**src/rtl/spi_param_decoder.sv**
```systemverilog
// spi_param_decoder: decodes SPI header/payload words into per-motor Kp/Ki gain registers.
// Define SPI_PARAM_DECODER_READBACK_EN to build the 0x02/0x03 readback path (LOAD state).
module spi_param_decoder #(
  parameter int NUMBER_OF_MOTORS = 4,
  parameter logic [15:0] TIMEOUT = 16'd4096
) (
  input  logic iCLK,
  input  logic iRESET,
  input  logic iDO_VALID,
  input  logic [31:0] iDO,
  input  logic iSSEL,
  output logic [31:0] oDI,
  output logic oWREN,
  input  logic iWR_ACK,
  output logic [32*NUMBER_OF_MOTORS-1:0] oKP,
  output logic [32*NUMBER_OF_MOTORS-1:0] oKI,
  output logic [NUMBER_OF_MOTORS-1:0] oUPDATE,
  output logic [7:0] oERR_CNT
);
  localparam int IW = NUMBER_OF_MOTORS > 1 ? $clog2(NUMBER_OF_MOTORS) : 1;
  typedef enum logic [1:0] {IDLE, WAIT_DATA, LOAD} stateT;
  stateT state;
  logic [1:0] rstSync;
  logic [31:0] kp [NUMBER_OF_MOTORS];
  logic [31:0] ki [NUMBER_OF_MOTORS];
  logic [15:0] tmr;
  logic [IW-1:0] idxQ;
  logic wrKi;
  logic [7:0] cmd;
  logic [IW-1:0] idxIn;
  logic accept, idxOk, isWr, isRd, hdrOk, err, unusedBits;
  assign cmd = iDO[31:24];
  assign idxIn = iDO[IW-1:0];
  assign unusedBits = ^{iDO[23:8], iWR_ACK};
  assign accept = iDO_VALID && !rstSync[1];
  assign idxOk = {1'b0, iDO[7:0]} < 9'(NUMBER_OF_MOTORS);
  assign isWr = cmd == 8'h00 || cmd == 8'h01;
`ifdef SPI_PARAM_DECODER_READBACK_EN
  assign isRd = cmd == 8'h02 || cmd == 8'h03;
`else
  assign isRd = 1'b0;
  assign oDI = '0;
  assign oWREN = 1'b0;
`endif
  assign hdrOk = accept && idxOk && (isWr || isRd);
  // A payload or acknowledge arriving with iSSEL high still completes cleanly.
  assign err = state == IDLE ? accept && !hdrOk
             : state == WAIT_DATA ? !iDO_VALID && (iSSEL || tmr == TIMEOUT - 16'd1)
             : iDO_VALID || (!iWR_ACK && iSSEL);
  for (genvar n = 0; n < NUMBER_OF_MOTORS; n++) begin : g_flat
    assign oKP[32*n +: 32] = kp[n];
    assign oKI[32*n +: 32] = ki[n];
  end
  always_ff @(posedge iCLK or posedge iRESET)
    if (iRESET) begin
      state <= IDLE;
      rstSync <= 2'b11;
      tmr <= '0;
      idxQ <= '0;
      wrKi <= 1'b0;
      oUPDATE <= '0;
      oERR_CNT <= '0;
`ifdef SPI_PARAM_DECODER_READBACK_EN
      oDI <= '0;
      oWREN <= 1'b0;
`endif
      for (int i = 0; i < NUMBER_OF_MOTORS; i++) begin
        kp[i] <= '0;
        ki[i] <= '0;
      end
    end else begin
      rstSync <= {rstSync[0], 1'b0};
      oUPDATE <= '0;
      if (err && oERR_CNT != 8'hFF) oERR_CNT <= oERR_CNT + 8'd1;
      case (state)
        IDLE: if (hdrOk) begin
          idxQ <= idxIn;
          wrKi <= cmd[0];
          tmr <= '0;
          if (isWr) state <= WAIT_DATA;
`ifdef SPI_PARAM_DECODER_READBACK_EN
          if (isRd) begin
            oDI <= cmd[0] ? ki[idxIn] : kp[idxIn];
            oWREN <= 1'b1;
            state <= LOAD;
          end
`endif
        end
        WAIT_DATA: begin
          tmr <= tmr + 16'd1;
          if (iDO_VALID) begin
            if (wrKi) ki[idxQ] <= iDO;
            else kp[idxQ] <= iDO;
            oUPDATE[idxQ] <= 1'b1;
            state <= IDLE;
          end else if (iSSEL || tmr == TIMEOUT - 16'd1) state <= IDLE;
        end
        default: begin
`ifdef SPI_PARAM_DECODER_READBACK_EN
          if (iWR_ACK || iSSEL) begin
            oWREN <= 1'b0;
            state <= IDLE;
          end
`else
          state <= IDLE;
`endif
        end
      endcase
    end
endmodule

```
**config.mk**
```make
export PLATFORM = sky130hd
export DESIGN_NAME = spi_param_decoder
export DESIGN_NICKNAME = d
export VERILOG_FILES = /design/src/rtl/spi_param_decoder.sv
export SDC_FILE = /design/constraint.sdc
export NUM_CORES = 1
export LEC_CHECK = 0
export CAP_MARGIN = 20
export CORE_MARGIN = 2
export CORE_UTILIZATION = 43
export DETAILED_ROUTE_END_ITERATION = 12
export PLACE_DENSITY = 0.77
export SLEW_MARGIN = 30
export SYNTH_ARGS = -nofsm -noshare
export SYNTH_HDL_FRONTEND = slang
export SYNTH_SLANG_ARGS = --single-unit
```
**constraint.sdc**
```tcl
create_clock -name iCLK -period 8.3 [get_ports iCLK]
set_input_delay 0.83 -clock iCLK [delete_from_list [all_inputs] [get_ports iCLK]]
set_output_delay 0.83 -clock iCLK [all_outputs]
set_load 0.02 [all_outputs]
```
* Yosys cells after proc, flatten, opt, wreduce, memory -nomap -nowiden
Index checks and enable logic that the tools add are counted.
Operators by class: add/sub/neg operators 2, order comparisons 5, equal/unequal tests 7, multiplexer cells 17, bitwise gates (word level) 2, reduce and logical (&&, ||, !) cells 24
Operator list (count):
- $bwmux W128 | 2
- $demux W32 S2 | 1
- $mux W32 | 1
- $pmux W16 S2 | 1
- $add A16 B1 Y16 const B | 1
- $eq A16 B12 Y1 const B | 1
- $mux W16 | 1
- $logic_and A1 B1 Y1 | 9
- $reduce_and A3 Y1 | 3
- $add A8 B1 Y8 const B | 1
- $eq A8 B1 Y1 const B | 1
- $logic_not A8 Y1 | 1
- $lt A8 B3 Y1 const B | 1
- $mux W2 | 4
- $mux W4 | 2
- $ne A8 B8 Y1 const B | 1
- $logic_not A1 Y1 | 4
- $ne A2 B2 Y1 const B | 2
- $pmux W2 S2 | 1
- $reduce_and A2 Y1 | 2
- $ge A3 B3 Y1 const B | 1
- $logic_or A1 B1 Y1 | 3
- $lt A2 B3 Y1 const B | 1
- $lt A3 B1 Y1 const B | 1
- other kinds (9) | 11
Word-level totals: register bits 291, input bits 37, output and inout bits 301

* Logic depth before layout (Yosys ltp)
depth in word-level cells 8, depth in mapped cells 7, gate-level depth less buffers 6

* Least setup slack after synthesis
Ideal clock, no wire load.
kind in2reg, start point input port iDO_VALID, end point register oERR_CNT[7], library setup time 0.128 ns, arrival time 2.406 ns, path slack 5.766 ns, stages 6, path through nor4b_1 -> and4_1 -> or4b_1 -> buf_6 -> a2111oi_4 -> mux2_1
Between the ends: word-level cells in the longest chain between the ends 7, elaborated cells on any way between the ends 11, classes of those cells mux (2); reduce/logical (9)
RTL lines:
- from (decl) | RTL line 9 | input logic iDO_VALID,
- $logic_and A1 B1 Y1 | RTL line 35 | assign accept = iDO_VALID && !rstSync[1];
- $logic_and A1 B1 Y1 (2 in a row) | RTL line 45 | assign hdrOk = accept && idxOk && (isWr || isRd);
- $logic_not A1 Y1 | RTL line 47 | assign err = state == IDLE ? accept && !hdrOk
- $logic_and A1 B1 Y1 | RTL line 47
- $mux W1 (*) | RTL line 47
- $logic_and A1 B1 Y1 (*) | RTL line 74 | if (err && oERR_CNT != 8'hFF) oERR_CNT <= oERR_CNT + 8'd1;
- to (signal assigned) | RTL line 74
- to (decl) | RTL line 18 | output logic [7:0] oERR_CNT
Every way passes the cells marked *; elsewhere a longest branch is shown, timed or not. A chain may end at the register's enable or synchronous reset.

* Worst setup path in the final report
start point input port iDO[25], end point register oERR_CNT[7]
Between the ends: word-level cells in the longest chain between the ends 7, elaborated cells on any way between the ends 8, classes of those cells eq/ne (1); mux (1); reduce/logical (6)
RTL lines:
- from (decl) | RTL line 10 | input logic [31:0] iDO,
- $eq A8 B1 Y1 or $logic_not A8 Y1 (tied branches) | RTL line 37 | assign isWr = cmd == 8'h00 || cmd == 8'h01;
- $logic_or A1 B1 Y1 (*) | RTL line 37
- $logic_and A1 B1 Y1 (*) | RTL line 45
- $logic_not A1 Y1 (*) | RTL line 47
- $logic_and A1 B1 Y1 (*) | RTL line 47
- $mux W1 (*) | RTL line 47
- $logic_and A1 B1 Y1 (*) | RTL line 74
Marks and branches as above.

==> reports/qor.yml <==
critical_path:
  endpoint_kind: "flip-flop"
  crit_required_ns: 8.72
  cp_slowest_cell: "clkdlybuf4s50_1"
  cp_top_family: "simple AND/OR/NAND/NOR gates"
  critPathArrivalTime_ns: 3.50
  crit_cells: 6
  path_class: "in2reg"
  cp-startpoint: "iDO[25]"
  r2r_cells: 4
  critPathLaunchType: "input port"
  reg2reg_from: "state[0]"
  timing.critical_path.buf_inv: 1
  crit_path_max_incr_delay_ns: 0.83
  crit_chain: "clkdlybuf4s50_1, nor4_1, and4_1, or4b_1, a2111oi_4, mux2_1"
  worst-path-max-fanout: 9
logic_synthesis:
  synth_edf_count: 0
  yosys_warnings: 0
  ys_async_sr_fraction_pct: 100.0
  yosysSeqAreaShare_pct: 64.55
  synth.distinct_cells: 34
  ys_ff_latch: 290
  yosysTopAreaCellShare_pct: 64.08
  synth.avg_cell_area_um2: 15.53
  yosysTopAreaCell: "dfrtp_1"
  ys.flop_type: "dfrtp_1"
  synth_top_cells_by_area: "dfrtp_1 64%, mux2_2 26%, buf_4 2.2%, nand3_1 0.89%, o21ai_0 0.58%"
  syn_area_um2: 11250
  synthCells: 724
finish:
  layout_common_cells: "303 x clkdlybuf4s50_1, 288 x dfrtp_1, 262 x mux2_2"
  drive_gt1_share_pct: 31.26
  final_cells: 1397
  layout_commonest_cell: "clkdlybuf4s50_1"
  nNetsFinal: 1081
  syn_to_final_growth_pct: 39.06
  antenna_cells: 0
  fill_cells: 1998
floorplanning:
  start_util_pct: 43.53
  rows: 59
  die_w_um: 165.7
  coreArea_um2: 25840
  ios: 338
  die-height_um: 165.7
  dieArea_um2: 27460
sta:
  setup_viol: 0
  tns_ns: 0
  final_max_slew_viol_count: 0
  whs_ns: 0.3620
  hold_viol: 0
  fin_skew_ns: 0.01016
  rsz0062_at_grt: "no"
  fin_crit_ns: 3.074
  max_freq_ghz: 0.3253
  relSlewSlack_pct: 46.47
  tightest_slew_ns: 0.7987
  min_period_over_period_pct: 37.04
grt:
  track_usage_pct: 20.61
  grt_max_degree: 164
  antenna_found_initial: 0
  grt_pass1_wl_um: 44630
  gr-total-overflow: 0
  grt_pass1_vias: 7482
run:
  cap_violations: 0
detailed_routing:
  vias_per_cell: 5.092
  wl_um: 28450
  antenna_left: 0
  vias: 7114
  initialDrtViolationCount: 402
  drtPass1Iterations: 4
  drc: 0
  wire_per_inst_um: 20.37
clock_network:
  cts_tree: "done"
  numCtsBuffers: 30
  cts_root_buf: "clkbuf_16"
  worstSkewPairLatency_ns: 0.54
  post-cts-setup-buffers: 0
  cts.sinks: 290
  ctsHtreeMaxLevel: 1
  postCtsHoldBufs: 0
  clk_path_buf_depth: 3
  clk_pin_slew_worst_paths_ns: 0.06
  cts-resized-gates: 0
placed_design:
  dpl.cell_count: 1344
  io_buffers: 303
  gp_congestion: 0.8085
  dpl.hpwl_um: 18770
worst_hold_path:
  min_path_cells: 0
  worstHoldStart: "rstSync[0]"
  holdCritPathClass: "reg2reg"
power_and_ir_drop:
  p_leak_nw: 7.539
  ir_drop_uv: 153.8
  power_density_nw_per_um2: 189.3
status:
  outcome: "finished clean"
-- metal layers --
| layer | GRT usage (%) | share of wire, % | vias to the layer above |
|---|---|---|---|
| met1 | 26.62 | 42 | 3659 |
| met5 | 0 | 0 | - |
| met4 | 5.520 | 2.6 | 0 |
| met3 | 7.192 | 8.6 | 44 |
| li1 | - | - | 3147 |
| met2 | 33.32 | 47 | 264 |
-- final cells by class --
| class | instances | area (um^2) | area share (%) |
|---|---|---|---|
| Clock buffer | 46 | 922.1 | 5.896 |
| Timing Repair Buffer | 315 | 3176 | 20.30 |
| Multi-Input combinational cell | 402 | 3789 | 24.22 |
| Sequential cell | 290 | 7259 | 46.42 |
| Tap cell | 335 | 419.2 | 2.680 |
| Inverter | 3 | 15.01 | 0.09600 |
| Clock inverter | 6 | 60.06 | 0.3840 |
-- synthesized netlist by cell type, drive strengths merged, types with 2 or more instances --
library cell,n
inv,3
and3,2
xor2,6
nand3,20
a22o,3
a21oi,3
nor2,5
mux2,263
nor3,7
ha,2
buf,53
clkbuf,9
xnor2,2
nor4,5
dfstp,2
o21ai,13
nand2,16
a211oi,3
and4,3
dfrtp,288
nand2b,4
nand4,4
-- through the flow --
| step | setup slack [ns] | util, % | area [um^2] | total power [mW] |
|---|---|---|---|---|
| floorplan | 3.624 | - | 11370 | 1.583 |
| global placement | 4.723 | 56.41 | 14570 | 1.661 |
| detailed placement | 4.706 | 56.61 | 14630 | 1.665 |
| CTS | 5.289 | 60.41 | 15610 | 2.992 |
| global route | 5.106 | 60.53 | 15640 | 3.075 |
| finish | 5.226 | 60.53 | 15640 | 2.961 |
-- power by group --
group          internal (mW)  switching (mW)
clock network          0.788           0.533
logic                 0.0686           0.115
registers               1.43          0.0245
total                   2.29           0.672
-- sequential cells by signal, indices dropped and copies added (netlist names) --
| register | count |
|---|---|
| tmr | 16 |
| idxQ | 2 |
| wrKi | 1 |
| oERR_CNT | 8 |
| state | 1 |
| oUPDATE | 4 |
| oKP | 128 |
| oKI | 128 |
| rstSync | 2 |
-- cells by family (layout without fill, tap and decap cells) --
logic type	Yosys count	in the layout	synth area share [%]
AOI/OAI and AO/OA	25	25	1.569
xor gates and xnor gates	8	8	0.6230
adders and majority gates	2	2	0.2225
buffers and inverters	65	370	3.415
DFF	290	290	64.55
muxes	263	263	26.33
other	1	34	0.03334
and+or+nand+nor	70	70	3.260
-- final timing paths --
check	slack, ns	endpoint
min in group asynchronous	0.75	oKI[98]
hold reg to reg	0.36	rstSync[1]
setup / recovery	5.23	oERR_CNT[7]
setup reg to reg	5.76	oKP[105]
hold / removal	0.36	rstSync[1]
max in group asynchronous	6.35	oKP[2]
(Power assumes the default switching activity.)
